`src/rtl/pipelined_control.sv`:
```
// pipelined_control: ID-stage control decode, load-use hazard detection and
// the ID/EX control register of a pipelined MIPS core.
// Optional feature macro: MULT_SEQ_EN enables a multi-cycle mul sequencer
// (IDLE/MUL_BUSY FSM) that holds ID/EX for MUL_LATENCY cycles.
module pipelined_control #(
  parameter int REG_ADDR_W  = 5,
  parameter int ALUOP_W     = 4,
  parameter int MUL_LATENCY = 4
) (
  input  logic                  clk,
  input  logic                  reset,
  input  logic                  instr_valid,
  input  logic [5:0]            OpCode,
  input  logic [5:0]            Funct,
  input  logic [REG_ADDR_W-1:0] Rs,
  input  logic [REG_ADDR_W-1:0] Rt,
  input  logic [REG_ADDR_W-1:0] Rd,
  input  logic                  flush,
  output logic                  stall_if,
  output logic                  mul_busy,
  output logic                  ex_valid,
  output logic [1:0]            ex_PCSrc,
  output logic [2:0]            ex_Branch,
  output logic                  ex_RegWrite,
  output logic [1:0]            ex_RegDst,
  output logic                  ex_MemRead,
  output logic                  ex_MemWrite,
  output logic [1:0]            ex_MemtoReg,
  output logic                  ex_ALUSrc1,
  output logic                  ex_ALUSrc2,
  output logic                  ex_ExtOp,
  output logic                  ex_LuOp,
  output logic [ALUOP_W-1:0]    ex_ALUOp,
  output logic [REG_ADDR_W-1:0] ex_WriteReg
);

  if (MUL_LATENCY < 1) begin : g_lat_chk
    $error("MUL_LATENCY must be at least 1");
  end

  typedef struct packed {
    logic [1:0]            pc_src;
    logic [2:0]            branch;
    logic                  reg_write;
    logic [1:0]            reg_dst;
    logic                  mem_read;
    logic                  mem_write;
    logic [1:0]            mem_to_reg;
    logic                  alu_src1;
    logic                  alu_src2;
    logic                  ext_op;
    logic                  lu_op;
    logic [ALUOP_W-1:0]    alu_op;
    logic [REG_ADDR_W-1:0] write_reg;
  } ctrl_t;

  ctrl_t dec;
  ctrl_t ctrl_d, ctrl_q;
  logic  valid_d, valid_q;
  logic  is_r, is_jr, is_jalr, is_jal, is_mul, reads_rt;
  logic  hazard, mul_busy_w, kill_w;

  assign is_r     = (OpCode == 6'h00);
  assign is_jr    = is_r && (Funct == 6'h08);
  assign is_jalr  = is_r && (Funct == 6'h09);
  assign is_jal   = (OpCode == 6'h03);
  assign is_mul   = (OpCode == 6'h1c) && (Funct == 6'h02);
  assign reads_rt = is_r || (OpCode inside {6'h04, 6'h05, 6'h2b});

  // Decode OpCode/Funct of the IF/ID instruction into the control bundle
  always_comb begin
    dec = '0;
    if (OpCode inside {6'h02, 6'h03})  dec.pc_src = 2'b01;
    else if (is_jr || is_jalr)         dec.pc_src = 2'b10;
    case (OpCode)
      6'h04:   dec.branch = 3'd1;
      6'h05:   dec.branch = 3'd2;
      6'h06:   dec.branch = 3'd3;
      6'h07:   dec.branch = 3'd4;
      6'h01:   dec.branch = 3'd5;
      default: dec.branch = 3'd0;
    endcase
    dec.reg_write = !((OpCode inside {6'h2b, 6'h01, 6'h04, 6'h05, 6'h06, 6'h07, 6'h02})
                      || is_jr);
    if (is_jal || is_jalr)
      dec.reg_dst = 2'b10;
    else if (OpCode inside {6'h23, 6'h0f, 6'h08, 6'h09, 6'h0c, 6'h0a, 6'h0b})
      dec.reg_dst = 2'b00;
    else
      dec.reg_dst = 2'b01;
    dec.mem_read  = (OpCode == 6'h23);
    dec.mem_write = (OpCode == 6'h2b);
    if (OpCode == 6'h23)           dec.mem_to_reg = 2'b01;
    else if (is_jal || is_jalr)    dec.mem_to_reg = 2'b10;
    dec.alu_src2 = OpCode inside {6'h23, 6'h2b, 6'h0f, 6'h08, 6'h09, 6'h0c, 6'h0a, 6'h0b};
    dec.alu_src1 = is_r && (Funct inside {6'h00, 6'h02, 6'h03});
    dec.ext_op   = (OpCode != 6'h0c);
    dec.lu_op    = (OpCode == 6'h0f);
    if (is_r)                                                  dec.alu_op[2:0] = 3'b010;
    else if (OpCode inside {6'h04, 6'h05})                     dec.alu_op[2:0] = 3'b001;
    else if (OpCode == 6'h0c)                                  dec.alu_op[2:0] = 3'b100;
    else if (OpCode inside {6'h0a, 6'h0b, 6'h06, 6'h07, 6'h01}) dec.alu_op[2:0] = 3'b101;
    else if (is_mul)                                           dec.alu_op[2:0] = 3'b110;
    dec.alu_op[ALUOP_W-1] = OpCode[0];
    case (dec.reg_dst)
      2'b10:   dec.write_reg = REG_ADDR_W'(31);
      2'b00:   dec.write_reg = Rt;
      default: dec.write_reg = Rd;
    endcase
  end

  assign hazard = valid_q && ctrl_q.mem_read && (ctrl_q.write_reg != '0) && instr_valid &&
                  ((ctrl_q.write_reg == Rs) || ((ctrl_q.write_reg == Rt) && reads_rt));

  // A flushed or pending-kill instruction is discarded, so it must not freeze fetch
  assign stall_if = (hazard && !flush && !kill_w) || mul_busy_w;
  assign mul_busy = mul_busy_w;

`ifdef MULT_SEQ_EN
  localparam int CNT_W = (MUL_LATENCY > 1) ? $clog2(MUL_LATENCY) : 1;

  typedef enum logic {IDLE, MUL_BUSY} state_t;

  state_t           state_d, state_q;
  logic [CNT_W-1:0] cnt_d, cnt_q;
  logic             kill_d, kill_q;
  logic             issue_mul;

  assign issue_mul  = (state_q == IDLE) && !flush && !kill_q && !hazard && instr_valid && is_mul;
  assign mul_busy_w = (state_q == MUL_BUSY);
  assign kill_w     = kill_q;

  // Mul sequencer next state: count down the remaining busy cycles, remember flushes
  always_comb begin
    state_d = state_q;
    cnt_d   = cnt_q;
    kill_d  = kill_q;
    case (state_q)
      IDLE: begin
        kill_d = 1'b0;
        if (issue_mul) begin
          cnt_d = CNT_W'(MUL_LATENCY - 1);
          if (MUL_LATENCY > 1) state_d = MUL_BUSY;
        end
      end
      MUL_BUSY: begin
        cnt_d = cnt_q - CNT_W'(1);
        if (flush) kill_d = 1'b1;
        if (cnt_q == CNT_W'(1)) state_d = IDLE;
      end
      default: state_d = IDLE;
    endcase
  end

  // Mul sequencer state register
  always_ff @(posedge clk or negedge reset) begin
    if (!reset) begin
      state_q <= IDLE;
      cnt_q   <= '0;
      kill_q  <= 1'b0;
    end else begin
      state_q <= state_d;
      cnt_q   <= cnt_d;
      kill_q  <= kill_d;
    end
  end
`else
  assign mul_busy_w = 1'b0;
  assign kill_w     = 1'b0;
`endif

  // ID/EX next value: hold for mul, bubble on kill/hazard/empty slot, else load
  always_comb begin
    ctrl_d  = ctrl_q;
    valid_d = valid_q;
    if (mul_busy_w) begin
      ctrl_d  = ctrl_q;
      valid_d = valid_q;
    end else if (flush || kill_w || hazard || !instr_valid) begin
      ctrl_d  = '0;
      valid_d = 1'b0;
    end else begin
      ctrl_d  = dec;
      valid_d = 1'b1;
    end
  end

  // ID/EX control register
  always_ff @(posedge clk or negedge reset) begin
    if (!reset) begin
      ctrl_q  <= '0;
      valid_q <= 1'b0;
    end else begin
      ctrl_q  <= ctrl_d;
      valid_q <= valid_d;
    end
  end

  assign ex_valid    = valid_q;
  assign ex_PCSrc    = ctrl_q.pc_src;
  assign ex_Branch   = ctrl_q.branch;
  assign ex_RegWrite = ctrl_q.reg_write;
  assign ex_RegDst   = ctrl_q.reg_dst;
  assign ex_MemRead  = ctrl_q.mem_read;
  assign ex_MemWrite = ctrl_q.mem_write;
  assign ex_MemtoReg = ctrl_q.mem_to_reg;
  assign ex_ALUSrc1  = ctrl_q.alu_src1;
  assign ex_ALUSrc2  = ctrl_q.alu_src2;
  assign ex_ExtOp    = ctrl_q.ext_op;
  assign ex_LuOp     = ctrl_q.lu_op;
  assign ex_ALUOp    = ctrl_q.alu_op;
  assign ex_WriteReg = ctrl_q.write_reg;

endmodule

```
`config.mk`:
```
export PLATFORM = sky130hd
export DESIGN_NAME = pipelined_control
export DESIGN_NICKNAME = d
export VERILOG_FILES = /design/src/rtl/pipelined_control.sv
export SDC_FILE = /design/constraint.sdc
export NUM_CORES = 1
export LEC_CHECK = 0
export ABC_AREA = 1
export CORE_AREA = 2 2 58 60
export CTS_BUF_LIST = sky130_fd_sc_hd__clkbuf_8
export CTS_CLUSTER_DIAMETER = 60
export DETAILED_ROUTE_END_ITERATION = 8
export DIE_AREA = 0 0 60 62
export PLACE_DENSITY = 0.81
export SLEW_MARGIN = 20
export SYNTH_ARGS = -nofsm -noshare
export SYNTH_HDL_FRONTEND = slang
export SYNTH_SLANG_ARGS = --single-unit
```
`constraint.sdc`:
```
create_clock -name clk -period 2.45 [get_ports clk]
set_input_delay 0.6125 -clock clk [delete_from_list [all_inputs] [get_ports clk]]
set_output_delay 0.6125 -clock clk [all_outputs]
set_load 0.01 [all_outputs]
```
==> reports/results.tsv <==
stage	metric	value	unit
synthesis	Syn Std Cell Area	1390	um^2
outcome	status	finished, final reports clean	
worst_setup_path	Crit Path Max Fanout	2	
timing	post-route minimum period	2.34	ns
worst_setup_path	CP endpoint kind	output port	
layout	fill cell count	265	
detailed_routing	Initial DRC Count	31	
detailed_routing	drt drc	0	
clock_network	clk sinks	25	
timing	unrepaired setup endpoints after global routing	false	
placement	Final GP Congestion	0.853	
clock_network	hold_buf cts	0	
floorplanning	# rows	21	
synthesis	yosys warns	0	
synthesis	Avg Cell Area, Syn	7.50	um^2
timing	Fin. Hold Viols	0	
detailed_routing	drt first pass iters	4	
global_routing	Global Route Usage Sum	0.187	
clock_network	CTS buffer count	3	
timing	Setup TNS	0	ns
global_routing	initial antenna violation count	0	
synthesis	Synth Register Bits	25	
worst_setup_path	required time worst endpoint	1.84	ns
detailed_routing	via density per instance	4.59	
detailed_routing	Vias	1401	
clock_network	register clock-pin slew on the reported worst setup and hold paths	0.08	ns
floorplanning	Starting Density	0.436	
worst_setup_path	Worst setup SP type	input pin	
clock_network	CTS tree	done	
floorplanning	Core ar.	3180	um^2
run	maxcap violations	0	
detailed_routing	Detail Route Antenna Nets	0	
clock_network	H-tree Lvls	1	
placement	Port Buf Inserts	57	
floorplanning	Die Width	60	um
worst_setup_path	Crit Path Category	input pin to output port	
global_routing	gr ovfl total	0	
layout	share of cells above drive strength 1	0.143	
synthesis	FFs w/ async S/R, synth	1.00	
clock_network	postcts setup bufs	0	
layout	layout net count	291	
floorplanning	die area	3720	um^2
worst_hold_path	hold crit path type	input pin to asynchronous set/reset pin	
clock_network	clk_lat worst skew	0.27	ns
timing	count of pins over their slew limit	0	
layout	# diodes	0	
layout	Layout area overhead	55.0	%
timing	Setup violations, final	0	
floorplanning	# IOs	59	
global_routing	first-pass GRT wire length	5180	um
synthesis	Yosys cell types	22	
global_routing	vias in the first global route	1307	
worst_setup_path	crit path DAT	1.73	ns
synthesis	Syn Nets	216	
synthesis	Post-Syn Instances	185	
detailed_routing	WL final	3280	um
timing	Max Freq	0.428	GHz
synthesis	number of flops mapped to enable cells by yosys	0	
timing	period utilization	0.955	
power_and_ir_drop	worst vdd ir	0.000230	V
global_routing	largest net degree at the start of global routing	26	
layout	Finished Cell Area	2150	um^2
timing	final worst setup slack	0.111	ns
timing	Clock Skews	0.00159	ns
power_and_ir_drop	total power	0.849	mW
placement	Area after DPL	2100	um^2
floorplanning	DIE HEIGHT	62	um
clock_network	CTS max path bufs	2	
placement	Post-DP HPWL	2610	um
synthesis	sequential area share after synthesis	0.451	
placement	worst slack at placement	-0.530	ns
power_and_ir_drop	Pwr Density	395	nW/um^2
detailed_routing	routed len/inst	10.7	um
clock_network	CTS root buffer	clkbuf_8	
power_and_ir_drop	Leak Pwr	1.09	nW
synthesis	Primary FF master, synth	dfrtp_1	
==> synth_stat cells (2+ instances only) <==
library cell  count  area [um^2]
nor2_1           46          173
a21oi_1           2         10.0
nand3_1          19         95.1
dfrtp_1          25          626
nor3_1            2         10.0
o21ai_0          10         50.1
nor3b_1           2         15.0
buf_4             2         15.0
buf_6             3         33.8
nand2_1          23         86.3
or2_2             3         18.8
nand2_2           2         12.5
xor2_1            2         17.5
nor2_2            3         18.8
nand4_1           3         18.8
xnor2_1           4         35.0
inv_1            29          109
==> sequential cells by signal, indices dropped and copies added, names as in the netlist, 2 cells and up <==
signal       cells
ex_PCSrc         2
ex_ALUOp         4
ex_Branch        3
ex_WriteReg      5
ex_RegDst        2
ex_MemtoReg      2
==> path summary, 6_finish.rpt <==
path / startpoint / to / slack, ns / cells past startpoint
min reg2reg: ex_valid / ex_valid / 0.95 / 6
min: reset / ex_RegDst[0] / 0.71 / 2
max in group asynchronous: reset / ex_valid / 1.50 / 2
min in group clk: Rt[1] / ex_WriteReg[1] / 0.71 / 3
max: Rs[3] / stall_if / 0.11 / 8
max reg2reg: ex_WriteReg[1] / ex_LuOp / 0.87 / 10
==> critical path, cell delays in order <==
cell and delay (ns):
clkdlybuf4s50_1 0.42, xor2_1 0.15, nor2_1 0.10, nand3_1 0.10, nand2_1 0.09, nand2_2 0.05
nor2_1 0.07, buf_2 0.13
==> cell families after synthesis <==
logic type / Yosys count / share of synthesized area
and+or+nand+nor: 106 / 0.346
buffers and inverters: 34 / 0.114
DFF: 25 / 0.451
AOI/OAI and AO/OA: 13 / 0.0487
xor gates and xnor gates: 6 / 0.0379
other: 1 / 0.00270
==> area by class of cell <==
type / count / area, um^2 / share of cell area
multi-input cells: 126 / 616 / 0.286
inverters: 29 / 109 / 0.0506
well taps: 46 / 57.6 / 0.0268
repair buffers: 75 / 697 / 0.324
clock inverters: 1 / 5.00 / 0.00233
clock buffers: 3 / 41.3 / 0.0192
flip-flops and latches: 25 / 626 / 0.291
==> through the flow <==
step / cells / hold WS (ns) / util
floorplan: 185 / 0.317 / -
global placement: 301 / 0.923 / 0.661
detailed placement: 301 / 0.938 / 0.661
CTS: 305 / 0.725 / 0.674
global route: 305 / 0.719 / 0.677
finish: 305 / 0.712 / 0.677
==> report_power, final <==
part,internal [mW],total [mW],switching (mW)
registers,0.422,0.429,0.00666
logic,0.0961,0.183,0.0867
clock network,0.114,0.237,0.124
total,0.632,0.849,0.217
==> cells in the final DEF, fill, tap and decap left out, types with 2 or more instances in the layout <==
| cell type | instances |
|---|---|
| or2_2 | 2 |
| o21ai_0 | 10 |
| clkdlybuf4s50_1 | 43 |
| clkbuf_8 | 3 |
| dlymetal6s2s_1 | 3 |
| xnor2_1 | 4 |
| xor2_1 | 2 |
| inv_1 | 29 |
| nor3_1 | 2 |
| dlygate4sd2_1 | 9 |
| nor3b_1 | 2 |
| dfrtp_1 | 25 |
| buf_4 | 18 |
| nand2_1 | 23 |
| nand2_2 | 2 |
| nor2_1 | 44 |
| nor2_2 | 5 |
| nand3_1 | 19 |
| nand4_1 | 3 |
==> metal layers <==
metal  up-vias  GRT usage  part of all wire
met5         -          0                 0
met1       630      0.196              0.40
met3         5     0.0331             0.072
met2        51      0.365              0.51
met4         0     0.0762             0.013
li1        715          -                 -
==> repair_timing <==
item | 4_1_cts | 5_1_grt
hold endpoints to repair | 0 | 0
resized for setup | 18 | 4
pin swaps | 3 | 3
endpoints found under the setup margin | 1 | 1
Power figures use the tool's default switching activity.
